===== config.mk =====
export PLATFORM = sky130hd
export DESIGN_NAME = mem_stage_flat
export DESIGN_NICKNAME = d
export VERILOG_FILES = /design/src/rtl/mem_stage_if.sv /design/src/rtl/mem_stage.sv /design/src/flat_wrapper.sv
export SDC_FILE = /design/constraint.sdc
export NUM_CORES = 1
export LEC_CHECK = 0
export CELL_PAD_IN_SITES_DETAIL_PLACEMENT = 1
export CELL_PAD_IN_SITES_GLOBAL_PLACEMENT = 2
export CORE_MARGIN = 10
export CORE_UTILIZATION = 24
export CTS_CLUSTER_SIZE = 10
export DETAILED_ROUTE_END_ITERATION = 16
export HOLD_SLACK_MARGIN = 0.02
export PLACE_DENSITY_LB_ADDON = 0.1
export SLEW_MARGIN = 20
export SYNTH_ARGS = -nofsm -noshare
export SYNTH_HDL_FRONTEND = slang
export SYNTH_SLANG_ARGS = --single-unit

===== constraint.sdc =====
create_clock -name clk -period 1.8 [get_ports clk]
set_input_delay 0.36 -clock clk [delete_from_list [all_inputs] [get_ports clk]]
set_output_delay 0.36 -clock clk [all_outputs]
set_load 0.02 [all_outputs]

===== src/rtl/mem_stage_if.sv =====
// Bundle of MEM-stage pipeline buses and the data-SRAM read port.
// The slave side is the MEM stage; the master side is its environment.
interface mem_stage_if #(
  parameter int STALL_W      = 6,
  parameter int EX_TO_MEM_WD = 76,
  parameter int MEM_TO_WB_WD = 70
);
  logic [STALL_W-1:0]      stall;
  logic [EX_TO_MEM_WD-1:0] ex_to_mem_bus;
  logic [2:0]              ex_ld_op;
  logic [31:0]             data_sram_rdata;
  logic [MEM_TO_WB_WD-1:0] mem_to_wb_bus;
  logic [37:0]             mem_to_id;
  logic                    mem_is_load;

  modport master (
    output stall,
    output ex_to_mem_bus,
    output ex_ld_op,
    output data_sram_rdata,
    input  mem_to_wb_bus,
    input  mem_to_id,
    input  mem_is_load
  );

  modport slave (
    input  stall,
    input  ex_to_mem_bus,
    input  ex_ld_op,
    input  data_sram_rdata,
    output mem_to_wb_bus,
    output mem_to_id,
    output mem_is_load
  );
endinterface


===== src/rtl/mem_stage.sv =====
// Memory-access stage: EX->MEM register, load-data hold FSM, WB select.
// MEM_LOAD_EXT_EN enables sub-word load select and sign/zero extension.
module mem_stage #(
  parameter int STALL_W      = 6,
  parameter int EX_TO_MEM_WD = 76,
  parameter int MEM_TO_WB_WD = 70
) (
  input logic       clk,
  input logic       rst,
  mem_stage_if.slave io
);

  localparam logic STOP = 1'b1;

  typedef enum logic {
    IDLE = 1'b0,
    HOLD = 1'b1
  } state_t;

  logic [EX_TO_MEM_WD-1:0] bus_r;
  state_t                  state;
  logic [31:0]             rdata_buf;

  logic [31:0] pc;
  logic        ram_en;
  logic [3:0]  ram_wen;
  logic        sel_rf_res;
  logic        rf_we;
  logic [4:0]  rf_waddr;
  logic [31:0] ex_result;
  logic        is_load;
  logic        mem_stop;
  logic        wb_stop;
  logic [31:0] ld_data;
  logic [31:0] ld_ext;
  logic [31:0] rf_wdata;

  assign mem_stop = io.stall[3] == STOP;
  assign wb_stop  = io.stall[4] == STOP;

  assign pc         = bus_r[75:44];
  assign ram_en     = bus_r[43];
  assign ram_wen    = bus_r[42:39];
  assign sel_rf_res = bus_r[38];
  assign rf_we      = bus_r[37];
  assign rf_waddr   = bus_r[36:32];
  assign ex_result  = bus_r[31:0];
  assign is_load    = ram_en & ~|ram_wen;

`ifdef MEM_LOAD_EXT_EN
  logic [2:0] ld_op_r;
  logic [7:0] ld_byte;
  logic [15:0] ld_half;

  // Pipeline register with bubble insertion when MEM stalls but WB drains.
  always_ff @(posedge clk) begin
    if (!rst) begin
      bus_r   <= '0;
      ld_op_r <= '0;
    end else if (mem_stop && !wb_stop) begin
      bus_r   <= '0;
      ld_op_r <= '0;
    end else if (!mem_stop) begin
      bus_r   <= io.ex_to_mem_bus;
      ld_op_r <= io.ex_ld_op;
    end
  end

  // Sub-word select and extension; unknown op codes act as LW.
  always_comb begin
    ld_byte = ld_data[7:0];
    unique case (ex_result[1:0])
      2'd0: ld_byte = ld_data[7:0];
      2'd1: ld_byte = ld_data[15:8];
      2'd2: ld_byte = ld_data[23:16];
      2'd3: ld_byte = ld_data[31:24];
      default: ld_byte = ld_data[7:0];
    endcase
    ld_half = ex_result[1] ? ld_data[31:16] : ld_data[15:0];
    case (ld_op_r)
      3'b001:  ld_ext = {{24{ld_byte[7]}}, ld_byte};
      3'b010:  ld_ext = {24'd0, ld_byte};
      3'b011:  ld_ext = {{16{ld_half[15]}}, ld_half};
      3'b100:  ld_ext = {16'd0, ld_half};
      default: ld_ext = ld_data;
    endcase
  end
`else
  // Pipeline register with bubble insertion when MEM stalls but WB drains.
  always_ff @(posedge clk) begin
    if (!rst) begin
      bus_r <= '0;
    end else if (mem_stop && !wb_stop) begin
      bus_r <= '0;
    end else if (!mem_stop) begin
      bus_r <= io.ex_to_mem_bus;
    end
  end

  assign ld_ext = ld_data;
`endif

  // Hold FSM: the SRAM drops rdata during a stall, so keep a private copy.
  always_ff @(posedge clk) begin
    if (!rst) begin
      state     <= IDLE;
      rdata_buf <= '0;
    end else begin
      unique case (state)
        IDLE: begin
          if (is_load && mem_stop) begin
            rdata_buf <= io.data_sram_rdata;
            state     <= HOLD;
          end
        end
        HOLD: begin
          if (!mem_stop) begin
            state <= IDLE;
          end
        end
        default: state <= IDLE;
      endcase
    end
  end

  assign ld_data  = (state == HOLD) ? rdata_buf : io.data_sram_rdata;
  assign rf_wdata = sel_rf_res ? ld_ext : ex_result;

  assign io.mem_to_wb_bus = {pc, rf_we, rf_waddr, rf_wdata};
  assign io.mem_to_id     = {rf_we, rf_waddr, rf_wdata};
  assign io.mem_is_load   = is_load;

endmodule


===== src/flat_wrapper.sv =====
// flat-port wrapper written by rule: the top's interface ports become plain ports
module mem_stage_flat 
#(
  parameter int STALL_W      = 6,
  parameter int EX_TO_MEM_WD = 76,
  parameter int MEM_TO_WB_WD = 70
)
  (clk, rst, io_stall, io_ex_to_mem_bus, io_ex_ld_op, io_data_sram_rdata, io_mem_to_wb_bus, io_mem_to_id, io_mem_is_load);
  mem_stage_if #(.STALL_W(STALL_W), .EX_TO_MEM_WD(EX_TO_MEM_WD), .MEM_TO_WB_WD(MEM_TO_WB_WD)) io_i ();
  input logic clk;
  input logic rst;
  input wire logic [$bits(io_i.stall)-1:0] io_stall;
  input wire logic [$bits(io_i.ex_to_mem_bus)-1:0] io_ex_to_mem_bus;
  input wire logic [$bits(io_i.ex_ld_op)-1:0] io_ex_ld_op;
  input wire logic [$bits(io_i.data_sram_rdata)-1:0] io_data_sram_rdata;
  output wire logic [$bits(io_i.mem_to_wb_bus)-1:0] io_mem_to_wb_bus;
  output wire logic [$bits(io_i.mem_to_id)-1:0] io_mem_to_id;
  output wire logic [$bits(io_i.mem_is_load)-1:0] io_mem_is_load;
  assign io_i.stall = io_stall;
  assign io_i.ex_to_mem_bus = io_ex_to_mem_bus;
  assign io_i.ex_ld_op = io_ex_ld_op;
  assign io_i.data_sram_rdata = io_data_sram_rdata;
  assign io_mem_to_wb_bus = io_i.mem_to_wb_bus;
  assign io_mem_to_id = io_i.mem_to_id;
  assign io_mem_is_load = io_i.mem_is_load;
  mem_stage #(.STALL_W(STALL_W), .EX_TO_MEM_WD(EX_TO_MEM_WD), .MEM_TO_WB_WD(MEM_TO_WB_WD)) u_core (.clk(clk), .rst(rst), .io(io_i));
endmodule

==> results.py <==
metrics = {
    "cts": {
        "clk_transition_reported_paths_ps": 80,
        "cts_buffers": 9,
        "cts_tree": "yes",
        "postCtsHoldBufs": 0,
        "clk_latency_ps": 360,
        "clock_path_buffers": 2,
        "clock-sinks": 109,
        "htree_levels": 3,
        "root_buffer": "clkbuf_16",
    },
    "global_routing": {
        "antenna_found_initial": 0,
        "grt_pass1_vias": 4753,
        "grt_overflow_total": 0,
        "grt_usage_pct": 12.51,
        "grt_max_degree": 78,
        "grt_pass1_wl_um": 28000,
    },
    "synthesis": {
        "synth_cell_type_count": 15,
        "syn_avg_cell_area_um2": 9.074,
        "ys_warn_count": 0,
        "synth_fp_nets": 693,
        "synth_seq_cells": 109,
        "synthesis.area_um2": 5209,
        "syn_inst": 574,
        "synth.yosys.seq_area_share_pct": 41.89,
    },
    "detailed_routing": {
        "drtIter0Drc": 119,
        "wl_met3_um": 1236,
        "met2WireLength_um": 8586,
        "wl_met1_um": 7772,
        "ant_nets": 0,
        "vias": 4258,
        "wl_per_cell_um": 17.92,
        "dr.max_layer_used": "met4",
        "routed_via_density": 4.297,
        "firstDrtPassIters": 4,
        "drc": 0,
        "routed_wirelength_um": 17760,
    },
    "placed_design": {
        "gp_congestion": 0.7056,
        "port_buffers": 220,
        "hpwl_um": 13020,
        "post-place-ws_ps": -386.5,
    },
    "floorplanning": {
        "fp.dieW_um": 167.3,
        "die-area_um2": 28000,
        "std_cell_rows": 53,
        "start_util_pct": 24.55,
        "die_h_um": 167.3,
        "io_pins": 228,
        "core-area_um2": 21220,
    },
    "setup_path": {
        "cp_cell_sequence": "buf_12, mux2i_4, a21oi_4, buf_6",
        "required_ps": 1440,
        "start_kind": "register",
        "r2r_slack_ps": 130,
        "cp_slowest_cell": "dfxtp_4",
        "cp_data_arrival_time_ps": 1490,
        "crit_buf_inv": 2,
        "cp_slowest_stage_delay_ps": 430,
        "crit_family": "flip-flops",
        "cp-end-kind": "output pin",
        "cp_max_fo": 8,
        "critPathKind": "register to output pin",
    },
    "outcome": {
        "violations": "negative setup slack",
        "status": "complete, but fails checks",
    },
    "timing": {
        "min_period_ps": 1853,
        "tns_ps": -1374,
        "rsz0062_at_grt": "true",
        "max_slew_margin_pct": 59.12,
        "max_freq_ghz": 0.5396,
        "period_share_pct": 103.0,
        "setup_viol": 60,
        "finalHoldViolCount": 0,
        "tightest_slew_ps": 613.2,
        "setup_ws_ps": -53.32,
        "maxSlewViolCount": 0,
        "fin_skew_ps": 5.668,
    },
    "run": {
        "drv_cap": 0,
    },
    "power": {
        "p_leak_nw": 3.183,
        "irDropWorstVdd_mv": 0.3834,
        "total_power_mw": 6.211,
        "power.density_nw_per_um2": 767.4,
    },
    "hold_path": {
        "hold_path_class": "register to register",
    },
    "layout": {
        "most-common-layout-cells": "clkdlybuf4s50_1, mux2i_1, nor2_1",
        "layout_commonest_cell": "clkdlybuf4s50_1",
        "antenna_cells": 0,
        "syn_to_final_growth_pct": 55.37,
        "utilization_pct": 38.14,
        "fillers": 2323,
        "drive_gt1_share_pct": 23.60,
        "final_nets": 830,
    },
}
## per-stage QoR
step	instance area (µm²)	hold slack [ps]	std cells
floorplan	5311	434.4	574
global placement	7330	442.1	970
detailed placement	7330	450.4	970
CTS	7871	470.6	992
global route	8093	500.1	991
finish	8093	467.1	991
## layer usage
| layer | GRT usage (%) | up-vias |
|---|---|---|
| li1 | - | 2088 |
| met1 | 15.01 | 2029 |
| met2 | 20.78 | 128 |
| met3 | 4.518 | 13 |
| met4 | 3.066 | 0 |
| met5 | 0 | - |
## cell usage after synthesis
cell type,count,area [µm²]
dfxtp_1,109,2182
or3_4,1,11.26
o211a_1,1,10.01
nand2_1,64,240.2
clkbuf_1,17,63.81
buf_6,3,33.78
mux2i_1,140,1401
buf_2,18,90.09
nor4_4,1,21.27
nor2_1,109,409.1
inv_1,1,3.750
a21oi_1,32,160.2
nand2b_1,1,6.260
buf_4,76,570.6
o21ai_1,1,5.000
## state kept, by name (all words and copies together) (netlist names)
name and count:
u_core.state 1, u_core.bus_r 76, u_core.rdata_buf 32
## where the power goes
| part | total, mW | internal [mW] | switching (mW) |
|---|---|---|---|
| combinational | 1.49 | 0.770 | 0.718 |
| sequential | 2.57 | 2.51 | 0.0590 |
| clock | 2.16 | 1.12 | 1.04 |
| total | 6.21 | 4.40 | 1.81 |
## worst reg2reg max path: cells and delay by family, from the launching register on
kind,cells,cell delay (ps)
flip-flops,1,400
multiplexers,1,220
AND/OR/NAND/NOR,1,230
buffers and inverters,5,760
## layout make-up
| class | instances | area, µm² | area share (%) |
|---|---|---|---|
| clock buffer | 9 | 225.2 | 2.783 |
| timing repair buffer | 240 | 2556 | 31.59 |
| tap | 275 | 344.1 | 4.252 |
| clock inverter | 7 | 95.09 | 1.175 |
| sequential | 109 | 2190 | 27.06 |
| inverter | 1 | 3.754 | 0.04638 |
| multi-input combinational | 350 | 2679 | 33.10 |
## final timing paths
kind / startpoint / endpoint / depth (start not counted)
worst max register to register: u_core.state$_SDFF_PN0_ / u_core.rdata_buf[3]$_SDFFE_PN0P_ / 7
worst min register to register: u_core.rdata_buf[29]$_SDFFE_PN0P_ / u_core.rdata_buf[29]$_SDFFE_PN0P_ / 2
worst min-delay path: u_core.rdata_buf[29]$_SDFFE_PN0P_ / u_core.rdata_buf[29]$_SDFFE_PN0P_ / 2
worst max-delay path: u_core.state$_SDFF_PN0_ / io_mem_to_id[4] / 4
## cell families after synthesis
group / Yosys count / share of synthesized area (%)
AO/OA/AOI/OAI: 34 / 3.363
buffers and inverters: 115 / 14.63
flip-flops: 109 / 41.89
multiplexers: 140 / 26.90
AND/OR/NAND/NOR: 176 / 13.21
## what timing repair did
item                                   CTS  global route
pin swaps                               28            18
setup buffers                            4             1
cloned                                   2             0
gates resized for setup                389            52
endpoints found under the hold margin    0             0
setup endpoints to repair               65            97
Power figures use the tool's default switching activity.
